[src/rtl/lynxTypes.sv]
// rtl/lynxTypes.sv - shared vFPGA I/O switch types for the route-table controller
package lynxTypes;

  localparam int VIO_DEST_BITS = 14;
  localparam int N_REGIONS     = 4;

  typedef enum logic [1:0] {
    ST_OK      = 2'd0,
    ST_TIMEOUT = 2'd1,
    ST_BAD_ID  = 2'd2
  } vio_route_st_t;

  typedef enum logic [1:0] {
    FSM_IDLE   = 2'd0,
    FSM_PEND   = 2'd1,
    FSM_SETTLE = 2'd2,
    FSM_RESP   = 2'd3
  } vio_route_fsm_t;

endpackage

[src/rtl/vio_pkt_tracker.sv]
// rtl/vio_pkt_tracker.sv - per-stream packet-boundary tracker
// A stream is safe to re-route only between packets and with no beat this cycle.
module vio_pkt_tracker (
  input  logic aclk,
  input  logic areset,
  input  logic tvalid,
  input  logic tready,
  input  logic tlast,
  output logic in_pkt,
  output logic safe
);

  logic in_pkt_q;
  logic in_pkt_d;
  logic beat;

  always_comb begin
    beat     = tvalid & tready;
    in_pkt_d = in_pkt_q;
    if (beat) begin
      in_pkt_d = ~tlast;
    end
  end

  always_ff @(posedge aclk) begin
    if (areset) begin
      in_pkt_q <= 1'b0;
    end else begin
      in_pkt_q <= in_pkt_d;
    end
  end

  assign in_pkt = in_pkt_q;
  assign safe   = ~in_pkt_q & ~beat;

endmodule

[src/rtl/vio_route_ctrl.sv]
// rtl/vio_route_ctrl.sv - route-table controller committing updates at packet boundaries
// One request at a time: hold the region, wait for a boundary, write, settle, respond.
module vio_route_ctrl
  import lynxTypes::*;
#(
  parameter int                   N_ID           = N_REGIONS,
  parameter int                   DEST_BITS      = VIO_DEST_BITS,
  parameter int                   TIMEOUT_CYCLES = 1024,
  parameter logic [DEST_BITS-1:0] RST_ROUTE      = '0,
  localparam int                  ID_BITS        = (N_ID > 1) ? $clog2(N_ID) : 1
) (
  input  logic                        aclk,
  input  logic                        areset,
  input  logic                        cfg_valid,
  output logic                        cfg_ready,
  input  logic [ID_BITS-1:0]          cfg_id,
  input  logic [DEST_BITS-1:0]        cfg_route,
  output logic                        resp_valid,
  input  logic                        resp_ready,
  output logic [1:0]                  resp_status,
  input  logic [N_ID-1:0]             mon_tvalid,
  input  logic [N_ID-1:0]             mon_tready,
  input  logic [N_ID-1:0]             mon_tlast,
  output logic [N_ID-1:0]             hold,
  output logic [N_ID*DEST_BITS-1:0]   route_out
);

  localparam int CNT_W = $clog2(TIMEOUT_CYCLES);

  vio_route_fsm_t       state_q, state_d;
  vio_route_st_t        status_q, status_d;
  logic [ID_BITS-1:0]   id_q, id_d;
  logic [DEST_BITS-1:0] route_q, route_d;
  logic [CNT_W-1:0]     cnt_q, cnt_d;
  logic [DEST_BITS-1:0] routes_q [N_ID];
  logic [DEST_BITS-1:0] routes_d [N_ID];

  logic [N_ID-1:0] in_pkt;
  logic [N_ID-1:0] safe;
  logic [N_ID-1:0] id_hit;
  logic            sel_safe;
  logic            bad_id;

  for (genvar g = 0; g < N_ID; g++) begin : g_region
    vio_pkt_tracker u_trk (
      .aclk   (aclk),
      .areset (areset),
      .tvalid (mon_tvalid[g]),
      .tready (mon_tready[g]),
      .tlast  (mon_tlast[g]),
      .in_pkt (in_pkt[g]),
      .safe   (safe[g])
    );
    assign route_out[g*DEST_BITS +: DEST_BITS] = routes_q[g];
  end

  always_comb begin
    id_hit = '0;
    for (int i = 0; i < N_ID; i++) begin
      if (id_q == ID_BITS'(i)) begin
        id_hit[i] = 1'b1;
      end
    end
    sel_safe = |(safe & id_hit) & ~|(in_pkt & id_hit);
    bad_id   = {1'b0, cfg_id} >= (ID_BITS+1)'(N_ID);
  end

  always_comb begin
    state_d    = state_q;
    status_d   = status_q;
    id_d       = id_q;
    route_d    = route_q;
    cnt_d      = cnt_q;
    routes_d   = routes_q;
    cfg_ready  = 1'b0;
    resp_valid = 1'b0;
    hold       = '0;

    case (state_q)
      FSM_IDLE: begin
        cfg_ready = 1'b1;
        if (cfg_valid) begin
          id_d    = cfg_id;
          route_d = cfg_route;
          if (bad_id) begin
            status_d = ST_BAD_ID;
            state_d  = FSM_RESP;
          end else begin
            cnt_d   = '0;
            state_d = FSM_PEND;
          end
        end
      end
      FSM_PEND: begin
        hold = id_hit;
        if (sel_safe) begin
          for (int i = 0; i < N_ID; i++) begin
            if (id_hit[i]) begin
              routes_d[i] = route_q;
            end
          end
          status_d = ST_OK;
          state_d  = FSM_SETTLE;
        end else if (cnt_q == CNT_W'(TIMEOUT_CYCLES - 1)) begin
          status_d = ST_TIMEOUT;
          state_d  = FSM_RESP;
        end else begin
          cnt_d = cnt_q + 1'b1;
        end
      end
      // Extra held cycle lets the switch decode the new route before traffic resumes.
      FSM_SETTLE: begin
        hold    = id_hit;
        state_d = FSM_RESP;
      end
      FSM_RESP: begin
        resp_valid = 1'b1;
        if (resp_ready) begin
          state_d = FSM_IDLE;
        end
      end
      default: state_d = FSM_IDLE;
    endcase
  end

  always_ff @(posedge aclk) begin
    if (areset) begin
      state_q  <= FSM_IDLE;
      status_q <= ST_OK;
      id_q     <= '0;
      route_q  <= '0;
      cnt_q    <= '0;
      for (int i = 0; i < N_ID; i++) begin
        routes_q[i] <= RST_ROUTE;
      end
    end else begin
      state_q  <= state_d;
      status_q <= status_d;
      id_q     <= id_d;
      route_q  <= route_d;
      cnt_q    <= cnt_d;
      routes_q <= routes_d;
    end
  end

  assign resp_status = status_q;

endmodule

[config.mk]
export PLATFORM = sky130hd
export DESIGN_NAME = vio_route_ctrl
export DESIGN_NICKNAME = d
export VERILOG_FILES = /design/src/rtl/lynxTypes.sv /design/src/rtl/vio_pkt_tracker.sv /design/src/rtl/vio_route_ctrl.sv
export SDC_FILE = /design/constraint.sdc
export NUM_CORES = 1
export LEC_CHECK = 0
export BUFFER_PORTS_ARGS = -buffer_cell sky130_fd_sc_hd__clkbuf_2
export CORE_MARGIN = 10
export CORE_UTILIZATION = 30
export DETAILED_ROUTE_END_ITERATION = 12
export GPL_TIMING_DRIVEN = 1
export PLACE_DENSITY = 0.61
export SLEW_MARGIN = 10
export SYNTH_ARGS = -nofsm -noshare
export SYNTH_HDL_FRONTEND = slang
export SYNTH_SLANG_ARGS = --single-unit
[constraint.sdc]
create_clock -name aclk -period 5.25 [get_ports aclk]
set_clock_uncertainty 0.15 [all_clocks]
set_input_delay 0.525 -clock aclk [delete_from_list [all_inputs] [get_ports aclk]]
set_output_delay 0.525 -clock aclk [all_outputs]
set_load 0.03 [all_outputs]
==> reports/results.ini <==
[hold_path]
min_path_type = input pin to flop
hold_path_depth = 2
hold_start = mon_tlast[0]
min_to = g_region[0].u_trk.in_pkt$_SDFFE_PP0P_

[clock_tree]
h-tree-depth = 3
cts_sinks = 89
cts_made_buffers = 9
clk_pin_slew_ns = 0.06
cts_setup_buffers = 0
ctsHoldBuffers = 0
clockBufferDepth = 2
cts_tree = yes
cts_resized = 0
root_buffer = clkbuf_16
clock_latency_ns = 0.33

[job]
cap_violations = 0

[synth]
synth_top_cells_by_area = dfxtp_1, mux2i_1, nor2_1
synth_area_mm2 = 0.00362
ys.flop_type = dfxtp_1
ys_seq_area_share_pct = 49.2
synth_cell_types = 44
synthArstFlopShare_pct = 0
synth_edf_count = 0
yosysWarnings = 0
synth_seq_cells = 89
syn-num-nets = 415
yosysTopAreaCellShare_pct = 49.2
syn_inst = 379
syn_avg_cell_area_um2 = 9.56
yosysTopAreaCell = dfxtp_1

[setup_path]
worstPathRequired_ns = 5.36
rr_worst_depth = 7
start_kind = flop
timing.rr.end = cnt_q[8]$_SDFFE_PP0P_
r2r-start = state_q[1]$_SDFFE_PP0P_
crit_arrival_ns = 2.64
crit_type = flop to flop
r2r_slack_ns = 2.73
path_max_fanout = 16
end_kind = flop

[power_and_ir_drop]
leakagePower_nw = 1.99
p_int_w = 0.00127
clock_power_share_pct = 36.5
p_sw_share_pct = 32.2
pwr-share-seq_pct = 40.6
combPwrFrac_pct = 22.9
vdd_drop_max_v = 0.000149
p_switching_w = 0.000604
power_density_mw_per_mm2 = 417

[route]
avgViaCountPerCell = 4.81
vias = 2969
first_pass_iters = 4
wl_um = 9720
routedWlPerCell_um = 15.8
route.detailed.drc = 0
ant_nets = 0
drt_iter0_markers = 130

[timing]
tns_ns = 0
hold_viol = 0
worstMarginPinSlew_ns = 0.862
achievable-frequency_ghz = 0.396
slew-limit-headroom_pct = 42.5
rsz0062_at_grt = no
finalCritPeriodShare_pct = 48.1
final_max_slew_viol_count = 0
finalWorstPathRequiredPeriod_ns = 2.52
setup_viol_count_final = 0

[floorplan]
dieArea_mm2 = 0.0169
rows = 40
io-pin-count = 96
die_x_um = 130
core_area_mm2 = 0.0119
initial_core_util_pct = 30.4
die_h_um = 130

[placement]
place_congestion = 0.739
io_buffers = 94
place_hpwl_um = 6870
placed_area_mm2 = 0.00419

[outcome]
status = finished clean

[global_route]
grt_max_degree = 84
grt_pass1_wl_um = 15500
grt_antenna_before_repair = 0
grtUsageTotal_pct = 11.5
grt-ovfl-total = 0
grt_pass1_vias = 3034

[cells_and_area]
register_area_mm2 = 0.00178
final_common_cell = clkbuf_2
final_nets = 502
syn_to_final_growth_pct = 24.3
fillCellCount = 1214
multi_input_area_mm2 = 0.00172
design_area_mm2 = 0.00451
antenna_cells = 0
fin_util_pct = 37.8
layout_common_cells = clkbuf_2, dfxtp_1, nor2_1
drive_above_1_share_pct = 27.0

==> layout make-up <==
class	instances	share of cell area, %
inverters	6	0.500
multi-input cells	265	38.2
well taps	147	4.08
flip-flops and latches	89	39.5
clock inverters	6	2.05
repair buffers	95	10.6
clock buffers	9	5.00
==> worst max-delay path by stage <==
stage | slack, ns | from | cells after the start | endpoint
final | 2.73 | state_q[1]$_SDFFE_PP0P_ | 7 | cnt_q[8]$_SDFFE_PP0P_
after global placement | 2.79 | mon_tvalid[3] | 6 | route_out[18]$_SDFFE_PP0P_
after global routing | 2.55 | state_q[1]$_SDFFE_PP0P_ | 7 | cnt_q[8]$_SDFFE_PP0P_
after detailed placement | 2.75 | mon_tvalid[3] | 6 | route_out[24]$_SDFFE_PP0P_
after floorplan | 3.28 | mon_tvalid[3] | 6 | route_out[32]$_SDFFE_PP0P_
after CTS | 2.75 | state_q[1]$_SDFFE_PP0P_ | 6 | route_out[15]$_SDFFE_PP0P_
==> kinds of logic (layout without fill, tap and decap cells) <==
| group | count (synthesis) | after routing | synth area share (%) |
|---|---|---|---|
| buffers and inverters | 25 | 116 | 3.35 |
| multiplexers | 57 | 57 | 15.7 |
| adder cells (fa/ha/maj) | 4 | 4 | 1.38 |
| flip-flops | 89 | 89 | 49.2 |
| AO/OA/AOI/OAI | 64 | 64 | 13.3 |
| AND/OR/NAND/NOR | 139 | 139 | 16.9 |
| other | 1 | 1 | 0.103 |
==> worst max-delay path, cell delays in order, from the launching register on <==
cell and delay, ns:
dfxtp_1 0.33, inv_1 0.11, ha_1 0.58, nor2b_1 0.44, nand2_1 0.18, nor2_1 0.35, a41oi_1 0.16, a31oi_1 0.16
==> synthesized netlist by cell type (2+ instances only) <==
cell type,count
inv_1,6
a21oi_1,25
buf_6,2
and2_1,4
and2b_4,2
a22o_2,2
ha_1,4
a21oi_4,2
o21ai_0,5
o211ai_1,5
buf_4,3
o211ai_4,2
a31oi_1,8
dfxtp_1,89
mux2i_1,57
nand3_1,7
o31ai_1,3
or4_1,2
nand2_1,47
nor2_1,63
clkbuf_1,13
a22oi_4,2
a311oi_1,4
nor2_2,2
==> power by group through the flow <==
| stage | sequential (W) | clock (W) | combinational (W) |
|---|---|---|---|
| floorplan | 0.000778 | 0 | 0.000317 |
| detailed placement | 0.000776 | 0 | 0.000436 |
| global route | 0.000767 | 0.000730 | 0.000475 |
| CTS | 0.000761 | 0.000704 | 0.000437 |
| finish | 0.000761 | 0.000686 | 0.000430 |
| global placement | 0.000774 | 0 | 0.000426 |
==> through the flow <==
stage	hold slack (ns)	cells	setup slack (ns)	power [W]
2_1_floorplan	0.302	379	3.28	0.00109
3_3_place_gp	0.314	602	2.79	0.00120
3_5_place_dp	0.331	602	2.75	0.00121
4_1_cts	0.238	617	2.75	0.00190
5_1_grt	0.254	617	2.55	0.00197
6_report	0.252	617	2.73	0.00188
==> sequential cells by signal (all words and copies together), names as in the netlist <==
register / flops
route_out: 56
route_q: 14
cnt_q: 10
g_region.u_trk.in_pkt: 4
id_q: 2
state_q: 2
resp_status: 1
==> per-layer routing <==
layer	track usage (%)	up-vias	wire length (um)
met2	18.8	79	4510
met5	0	-	0
met3	3.77	9	520
met1	14.1	1394	4600
met4	3.37	0	89
li1	-	1487	-
Power figures use the tool's default switching activity.
